`src/rtl/writeback_regfile_pkg.sv`:
```
// writeback_regfile_pkg
// Shared definitions for the writeback / register-file block:
//   - default datapath width, register count and register address width
//   - wb_sel source encodings
//   - FSM state constants for the post-reset clearing sweep
package writeback_regfile_pkg;

  localparam int XLEN_DEF = 32;
  localparam int NREG_DEF = 32;
  localparam int AW_DEF   = 5;

  // Writeback source select encodings.
  typedef enum logic [1:0] {
    WB_ALU  = 2'b00,
    WB_LOAD = 2'b01,
    WB_LINK = 2'b10,
    WB_RSVD = 2'b11
  } wb_sel_t;

  // Sweep FSM: INIT clears the array, RUN is terminal until reset.
  localparam logic [0:0] ST_INIT = 1'b0;
  localparam logic [0:0] ST_RUN  = 1'b1;

endpackage

```
`src/rtl/writeback_regfile_regfile_array.sv`:
```
// regfile_array
// NREG x XLEN register storage with one synchronous write port and two
// asynchronous read ports. The storage has no reset; the parent clears it
// with a sweep after reset and handles x0 forcing and write bypass.
// Ports:
//   clk     in   write clock
//   we      in   write enable
//   waddr   in   write address
//   wdata   in   write data
//   raddr1  in   read port 1 address
//   raddr2  in   read port 2 address
//   rdata1  out  read port 1 data (combinational)
//   rdata2  out  read port 2 data (combinational)
module regfile_array #(
  parameter int XLEN = 32,
  parameter int NREG = 32,
  parameter int AW   = 5
) (
  input  logic            clk,
  input  logic            we,
  input  logic [AW-1:0]   waddr,
  input  logic [XLEN-1:0] wdata,
  input  logic [AW-1:0]   raddr1,
  input  logic [AW-1:0]   raddr2,
  output logic [XLEN-1:0] rdata1,
  output logic [XLEN-1:0] rdata2
);

  logic [XLEN-1:0] mem [NREG];

  // Single write port; deliberately no reset so this maps onto plain storage.
  always_ff @(posedge clk) begin
    if (we) begin
      mem[waddr] <= wdata;
    end
  end

  assign rdata1 = mem[raddr1];
  assign rdata2 = mem[raddr2];

endmodule

```
`src/rtl/writeback_regfile.sv`:
```
// writeback_regfile
// Writeback stage: selects the commit value (ALU result, load data or link
// address), writes it into the integer register file, and serves the two
// decode read ports with same-cycle write-through bypass. After reset it
// sweeps zeros through the array (the storage itself has no reset) and only
// then raises ready. Also counts retired instructions and flags reserved
// wb_sel encodings with a sticky error.
// Ports:
//   clk           in   system clock
//   rst_n         in   asynchronous active-low reset
//   wb_valid      in   valid instruction from data-memory stage
//   wb_sel        in   writeback source select
//   w_reg         in   instruction writes a destination register
//   dst_addr      in   destination register index
//   alu_result    in   ALU / branch-target result
//   rd_data       in   extended load data
//   next_pc       in   link value (pc+4)
//   rs1_addr      in   read port 1 address
//   rs2_addr      in   read port 2 address
//   rs1_data      out  read port 1 data (combinational)
//   rs2_data      out  read port 2 data (combinational)
//   ready         out  stage accepts writes and read data is valid
//   retire_count  out  retired-instruction counter (wraps)
//   wb_err        out  sticky reserved-wb_sel flag
module writeback_regfile
  import writeback_regfile_pkg::*;
#(
  parameter int XLEN = XLEN_DEF,
  parameter int NREG = NREG_DEF,
  parameter int AW   = AW_DEF
) (
  input  logic            clk,
  input  logic            rst_n,
  input  logic            wb_valid,
  input  logic [1:0]      wb_sel,
  input  logic            w_reg,
  input  logic [AW-1:0]   dst_addr,
  input  logic [XLEN-1:0] alu_result,
  input  logic [XLEN-1:0] rd_data,
  input  logic [XLEN-1:0] next_pc,
  input  logic [AW-1:0]   rs1_addr,
  input  logic [AW-1:0]   rs2_addr,
  output logic [XLEN-1:0] rs1_data,
  output logic [XLEN-1:0] rs2_data,
  output logic            ready,
  output logic [31:0]     retire_count,
  output logic            wb_err
);

  localparam logic [AW-1:0] LAST_IDX = AW'(NREG - 1);
  localparam logic [AW-1:0] ZERO_IDX = {AW{1'b0}};

  logic [0:0]      state;
  logic [AW-1:0]   sweep_idx;
  logic            in_run;
  logic            is_rsvd;
  logic            we;
  logic [XLEN-1:0] commit;

  logic            arr_we;
  logic [AW-1:0]   arr_waddr;
  logic [XLEN-1:0] arr_wdata;
  logic [XLEN-1:0] arr_rdata1;
  logic [XLEN-1:0] arr_rdata2;

  assign in_run  = (state == ST_RUN);
  assign is_rsvd = (wb_sel == WB_RSVD);
  assign we      = in_run & wb_valid & w_reg & (dst_addr != ZERO_IDX) & ~is_rsvd;

  // Commit value mux; the reserved encoding commits nothing.
  always_comb begin
    commit = {XLEN{1'b0}};
    case (wb_sel)
      WB_ALU:  commit = alu_result;
      WB_LOAD: commit = rd_data;
      WB_LINK: commit = next_pc;
      default: commit = {XLEN{1'b0}};
    endcase
  end

  // Array write port: the sweep owns it in INIT, the pipeline owns it in RUN.
  always_comb begin
    arr_we    = 1'b0;
    arr_waddr = ZERO_IDX;
    arr_wdata = {XLEN{1'b0}};
    if (in_run) begin
      arr_we    = we;
      arr_waddr = dst_addr;
      arr_wdata = commit;
    end else begin
      arr_we    = 1'b1;
      arr_waddr = sweep_idx;
      arr_wdata = {XLEN{1'b0}};
    end
  end

  regfile_array #(
    .XLEN (XLEN),
    .NREG (NREG),
    .AW   (AW)
  ) u_array (
    .clk    (clk),
    .we     (arr_we),
    .waddr  (arr_waddr),
    .wdata  (arr_wdata),
    .raddr1 (rs1_addr),
    .raddr2 (rs2_addr),
    .rdata1 (arr_rdata1),
    .rdata2 (arr_rdata2)
  );

  // Read port 1: zero during sweep and for x0, bypass a same-cycle write.
  always_comb begin
    rs1_data = {XLEN{1'b0}};
    if (!in_run) begin
      rs1_data = {XLEN{1'b0}};
    end else if (rs1_addr == ZERO_IDX) begin
      rs1_data = {XLEN{1'b0}};
    end else if (we && (rs1_addr == dst_addr)) begin
      rs1_data = commit;
    end else begin
      rs1_data = arr_rdata1;
    end
  end

  // Read port 2: same rules as port 1, evaluated independently.
  always_comb begin
    rs2_data = {XLEN{1'b0}};
    if (!in_run) begin
      rs2_data = {XLEN{1'b0}};
    end else if (rs2_addr == ZERO_IDX) begin
      rs2_data = {XLEN{1'b0}};
    end else if (we && (rs2_addr == dst_addr)) begin
      rs2_data = commit;
    end else begin
      rs2_data = arr_rdata2;
    end
  end

  // Sweep FSM: NREG clearing cycles, ready rises on the edge entering RUN.
  always_ff @(posedge clk or negedge rst_n) begin
    if (!rst_n) begin
      state     <= ST_INIT;
      sweep_idx <= ZERO_IDX;
      ready     <= 1'b0;
    end else begin
      case (state)
        ST_INIT: begin
          sweep_idx <= sweep_idx + AW'(1);
          if (sweep_idx == LAST_IDX) begin
            state <= ST_RUN;
            ready <= 1'b1;
          end
        end
        ST_RUN: begin
          state <= ST_RUN;
          ready <= 1'b1;
        end
        default: begin
          state     <= ST_INIT;
          sweep_idx <= ZERO_IDX;
          ready     <= 1'b0;
        end
      endcase
    end
  end

  // Retired-instruction counter: every valid instruction in RUN, wraps freely.
  always_ff @(posedge clk or negedge rst_n) begin
    if (!rst_n) begin
      retire_count <= 32'd0;
    end else if (in_run && wb_valid) begin
      retire_count <= retire_count + 32'd1;
    end
  end

  // Sticky error on a reserved writeback select in RUN.
  always_ff @(posedge clk or negedge rst_n) begin
    if (!rst_n) begin
      wb_err <= 1'b0;
    end else if (in_run && wb_valid && is_rsvd) begin
      wb_err <= 1'b1;
    end
  end

endmodule

```
`config.mk`:
```
export PLATFORM = sky130hd
export DESIGN_NAME = writeback_regfile
export DESIGN_NICKNAME = d
export VERILOG_FILES = /design/src/rtl/writeback_regfile_pkg.sv /design/src/rtl/writeback_regfile_regfile_array.sv /design/src/rtl/writeback_regfile.sv
export SDC_FILE = /design/constraint.sdc
export NUM_CORES = 1
export LEC_CHECK = 0
export ABC_CLOCK_PERIOD_IN_PS = 9500
export CAP_MARGIN = 25
export CORE_MARGIN = 8
export CORE_UTILIZATION = 45
export CTS_CLUSTER_SIZE = 8
export DETAILED_ROUTE_END_ITERATION = 7
export PLACE_DENSITY = 0.71
export SLEW_MARGIN = 15
export SYNTH_ARGS = -nofsm -noshare
export SYNTH_HDL_FRONTEND = slang
export SYNTH_HIERARCHICAL = 1
export SYNTH_SLANG_ARGS = --single-unit
```
`constraint.sdc`:
```
create_clock -name clk -period 9.5 [get_ports clk]
set_input_delay 2.85 -clock clk [delete_from_list [all_inputs] [get_ports clk]]
set_output_delay 2.85 -clock clk [all_outputs]
set_load 0.005 [all_outputs]
```
# --- After elaboration in Yosys (flattened, before gate mapping) ---
# Memories as Yosys holds them, arrays and structs flattened.
# Cells that the tools add are included.
totals:
  register_bits: 40
  ram_bits: 1024
  inputBits: 117
  output_inout_bits: 98
  elab_cells: 45
  mem_count: 1
op_classes:
  add_sub_neg: 2
  n_eq_ne: 7
  n_mux: 16
  n_bitwise: 6
  n_reduce_logical: 8
memory_table:
  columns: ["name", "words", "word_bits", "rd", "rd_ports_with_merged_regs", "write_ports", "line", "text"]
  rows:
  - ["u_array.mem", 32, 32, 2, 0, 1, "writeback_regfile_regfile_array.sv:29", "logic [XLEN-1:0] mem [NREG];"]
op_table:
  columns: ["operator", "n"]
  rows:
  - ["32-bit 2-to-1 mux", 7]
  - ["32-bit case mux with 3 select lines", 1]
  - ["32-bit by 1-bit adder with 32-bit output (second input constant)", 1]
  - ["5-bit equality test", 2]
  - ["5-bit logical NOT", 2]
  - ["5-bit by 1-bit adder with 5-bit output (second input constant)", 1]
  - ["5-bit equality test (second input constant)", 1]
  - ["1-bit 2-to-1 mux", 5]
  - ["5-bit 2-to-1 mux", 1]
  - ["5-bit nonzero test", 1]
  - ["1-bit AND", 4]
  - ["2-bit equality test (second input constant)", 2]
  - ["1-bit logical AND", 4]
  - ["1-bit case mux with 2 select lines", 2]
  - ["2-bit by 1-bit equality test with 1-bit output (second input constant)", 1]
  - ["2-bit logical NOT", 1]
  - ["2-bit != test (second input constant)", 1]
  - ["1-bit inverter", 2]

# --- Depth between registers and ports, before layout ---
logic_depth:
  word_depth: 8
  depth_mapped: 10
  depth_no_buf: 7

# --- Cells and area by module ---
# The synthesis kept the hierarchy.
by_module_without_submodules:
  columns: ["module", "instances", "cells_per_inst", "area_each_um2", "seq_area_each_um2"]
  rows:
  - ["regfile_array", 1, 3386, 48789.3, 30749.5]
  - ["writeback_regfile", 1, 539, 4712.0, 1001.0]

# --- Worst setup path before layout ---
# Ideal clock, no wire load.
synth_timing:
  path_kind: "input port to output port"
  start: "input port rs1_addr[1]"
  end: "output port rs1_data[26]"
  arrival_time_ns: 4.190
  required_time_ns: 6.650
  slack_ns: 2.460
  stages: 10
  path_buffers: 4
  cell_sequence: "buf_4 buf_6 buf_6 buf_6 mux2i_1 a22oi_1 a31oi_1 nand3_1 a31oi_4 nor3_2"
synth_between:
  word_cells_on_any_way: 7
  classes_between: "eq/ne (1); mux (3); reduce/logical (2); memory (1)"
synth_rtl:
  columns: ["item", "line", "text"]
  rows:
  - ["start, declared", "writeback_regfile.sv:41", "input logic [AW-1:0] rs1_addr,"]
  - ["memory read 32 x 32 bit", null, null]
  - ["via arr_rdata1[26]", "writeback_regfile.sv:63", "logic [XLEN-1:0] arr_rdata1;"]
  - ["32-bit 2-to-1 mux", "writeback_regfile.sv:119", "end else if (we && (rs1_addr == dst_addr)) begin"]
  - ["32-bit 2-to-1 mux", "writeback_regfile.sv:117", "end else if (rs1_addr == ZERO_IDX) begin"]
  - ["32-bit 2-to-1 mux", "writeback_regfile.sv:115", "if (!in_run) begin"]
  - ["end, declared", "writeback_regfile.sv:43", "output logic [XLEN-1:0] rs1_data,"]
# The timed path passes the listed nets, and every way through them passes these cells.

# --- Final worst setup path ---
layout_timing:
  start: "input port rs2_addr[2]"
  end: "output port rs2_data[23]"
layout_between:
  word_cells_on_any_way: 7
  classes_between: "eq/ne (1); mux (3); reduce/logical (2); memory (1)"
layout_rtl:
  columns: ["item", "line", "text"]
  rows:
  - ["start, declared", "writeback_regfile.sv:42", "input logic [AW-1:0] rs2_addr,"]
  - ["memory read 32 x 32 bit", null, null]
  - ["via arr_rdata2[23]", "writeback_regfile.sv:64", "logic [XLEN-1:0] arr_rdata2;"]
  - ["32-bit 2-to-1 mux", "writeback_regfile.sv:133", "end else if (we && (rs2_addr == dst_addr)) begin"]
  - ["32-bit 2-to-1 mux", "writeback_regfile.sv:131", "end else if (rs2_addr == ZERO_IDX) begin"]
  - ["32-bit 2-to-1 mux", "writeback_regfile.sv:129", "if (!in_run) begin"]
  - ["end, declared", "writeback_regfile.sv:44", "output logic [XLEN-1:0] rs2_data,"]
# The timed path passes the listed nets, and every way through them passes these cells.

==> flow_metrics.tcl <==
set metrics [dict create \
    postCtsHoldBufs 0 \
    clkSinkCount 1064 \
    syn_avg_cell_area_um2 13.63 \
    antenna_found_initial 1 \
    hp-class "flip-flop to flip-flop" \
    vias 38160 \
    drt-total-wl_mm 181.5 \
    cts_buffer_depth 3 \
    yosysTopAreaCell "edfxtp_1" \
    drive_gt1_share_pct 12.05 \
    cp.required_ns 6.65 \
    relSlewSlack_pct 20.40 \
    setup_tns_ns 0 \
    synth_compound_area_share_pct 8.943 \
    synth_fa_ha_area_share_pct 0.07016 \
    insertion_delay_ns 0.75 \
    die-area_mm2 0.1302 \
    p_per_area_mw_per_mm2 182.2 \
    detail-route-antenna-nets 0 \
    power_frac_clock_pct 42.6 \
    endpoint_kind "primary output" \
    clockRootBuffer "clkbuf_16" \
    seq_area_mm2 0.03175 \
    synth_xor_area_share_pct 0.7203 \
    fin_skew_ns 0.02024 \
    drt_iter0_markers 4744 \
    grt-ovfl-total 0 \
    numPortBuffers 214 \
    dp_slack_ns 0.4837 \
    avgRoutedWirePerCell_um 31.73 \
    grt_pass1_wl_mm 257.4 \
    async_reset_ff_share_pct 3.759 \
    multi_input_area_mm2 0.02019 \
    p_sw_mw 2.720 \
    synth_flop_cell "edfxtp_1" \
    cts_tree "yes" \
    internal_power_mw 8.662 \
    dpl.hpwl_mm 106.4 \
    period_share_pct 97.09 \
    crit_type "input pin to primary output" \
    nNetsFinal 4278 \
    die_h_um 360.8 \
    gp_congestion 0.8661 \
    n_antenna_cell 0 \
    grt_max_degree 66 \
    cts_setup_buffers 0 \
    tightest_slew_ns 1.191 \
    p_sw_share_pct 23.90 \
    syn2layout_area_growth_pct 16.73 \
    nFillCells 9497 \
    ys_seq_area_share_pct 59.35 \
    p_comb_share_pct 11.4 \
    setup_slack_ns 0.2762 \
    track_usage_pct 26.55 \
    cts_resized 0 \
    hold_viol_final 0 \
    netlist_top_cells_area "edfxtp_1 57%, mux2i_1 20%, a22oi_1 2.7%" \
    start_util_pct 45.37 \
    irDropWorstVdd_mv 0.1806 \
    die_w_um 360.8 \
    pwr-share-seq_pct 46.0 \
    cts.reportedPaths.clkPinSlew_ns 0.05 \
    syn_inst 3925 \
    arrival_ns 6.37 \
    finalSetupViolations 0 \
    vias_per_cell 6.672 \
    maxCapViolCount 0 \
    start_kind "input pin" \
    slew_violations 0 \
    synth_top_family_by_area "multiplexers" \
    ys_types 45 \
    syn_area_mm2 0.05350 \
    synth_seq_cells 1064 \
    rows 126 \
    synth.top_cell.area_share_pct 57.47 \
    worst_hold_slack_ns 0.4673 \
    h-tree-depth 4 \
    synth_common_cells "1056 x mux2i_1, 1024 x edfxtp_1, 209 x nand2_1, 208 x nand3_1" \
    post-synth-top-count-cell "mux2i_1" \
    grt_setup_unrepaired "no" \
    crit_path_max_fanout 36 \
    remaining_drc_errors 0 \
    firstDrtPassIters 8 \
    status "finished clean" \
    min_period_ns 9.224 \
    synth_warnings 6 \
    fmax_mhz 108.4 \
    cts_buffers 151 \
    synth_fp_nets 4045 \
    synth-edff-count 1024 \
    core_area_mm2 0.1179 \
    grt_pass1_vias 37380 \
    pin_count 215 \
    synthSimpleGateAreaFrac_pct 7.374 \
    leakage_nw 23.60 \
    yosys-mux-area-fraction_pct 19.93 \
]
per-layer routing:
layer	share of wire, %	wire length (um)	track usage [%]	vias to the layer above
met4	4.9	8820	12.08	2
li1	-	-	-	15890
met1	38	69010	35.10	18960
met2	45	81010	40.85	2756
met3	12	22610	7.153	553
met5	0.036	66	0.3698	-
final timing paths:
| kind | startpoint | endpoint | slack [ns] | depth (start not counted) |
|---|---|---|---|---|
| min | ready | ready | 0.47 | 1 |
| max in group asynchronous | rst_n | in_run | 6.64 | 1 |
| max reg2reg | in_run | u_array/mem[21][24] | 4.68 | 8 |
| min reg2reg | ready | ready | 0.47 | 1 |
| max | rs2_addr[2] | rs2_data[23] | 0.28 | 10 |
| min in group asynchronous | rst_n | retire_count[15] | 2.24 | 1 |
power by group through the flow:
stage               sequential, mW  clock, mW  combinational (mW)
floorplan                     5.32          0               0.717
global placement              5.33          0                1.23
detailed placement            5.33          0                1.24
CTS                           5.24       4.87                1.25
global route                  5.23       5.05                1.34
finish                        5.24       4.85                1.30
sequential cells by signal (all words and copies together), names as in the netlist:
register      count
ready             1
u_array/mem    1024
in_run            1
sweep_idx         5
retire_count     32
wb_err            1
kinds of logic (layout without fill, tap and decap cells):
logic type	after synthesis	count (layout)
fa+ha+maj	3	3
simple gates	751	751
buf+inv	322	581
flops	1064	1064
mux	1064	1064
compound gates	677	677
xor+xnor	44	44
per-stage QoR:
stage	util (%)	instances	power, mW	instance area, um2
global placement	49.08	5515	6.558	57870
finish	52.96	5720	11.38	62450
CTS	52.71	5701	11.35	62160
global route	52.96	5720	11.62	62450
detailed placement	49.20	5522	6.569	58020
floorplan	-	3925	6.038	53500
critical path, stage by stage:
cell and delay (ns):
clkdlybuf4s50_1 0.85, and2_4 0.51, buf_12 0.32, a22o_1 0.17, nor3_1 0.04, a31oi_1 0.22, nand3_1 0.23, a31oi_1 0.52
nor3_1 0.10, clkdlybuf4s50_1 0.50
final cells by class:
cell class | count | share of cell area, %
sequential | 1064 | 50.84
multi-input combinational | 2539 | 32.33
timing repair buffer | 401 | 7.120
clock buffer | 172 | 6.465
tap | 1536 | 3.077
clock inverter | 7 | 0.1623
inverter | 1 | 0.006010
layout by cell type (no fill, tap or decap), drive strengths merged, types with 4 or more instances in the layout:
| master | synthesis | layout |
|---|---|---|
| mux2 | 8 | 8 |
| xnor2 | 41 | 41 |
| nor2 | 40 | 40 |
| edfxtp | 1024 | 1024 |
| and3 | 7 | 7 |
| a21oi | 192 | 192 |
| mux2i | 1056 | 1056 |
| a31oi | 128 | 128 |
| nand3 | 208 | 208 |
| nor4 | 67 | 67 |
| nand4 | 15 | 15 |
| o2bb2ai | 32 | 32 |
| nor3 | 130 | 130 |
| nand3b | 5 | 5 |
| clkdlybuf4s50 | 0 | 209 |
| nor2b | 6 | 6 |
| clkbuf | 129 | 172 |
| buf | 192 | 192 |
| and4 | 4 | 4 |
| a22o | 128 | 128 |
| a22oi | 192 | 192 |
| clkinv | 0 | 4 |
| and2 | 42 | 42 |
| dfrtp | 40 | 40 |
| nand2 | 209 | 209 |
| nand2b | 5 | 5 |
(Power assumes the default switching activity.)
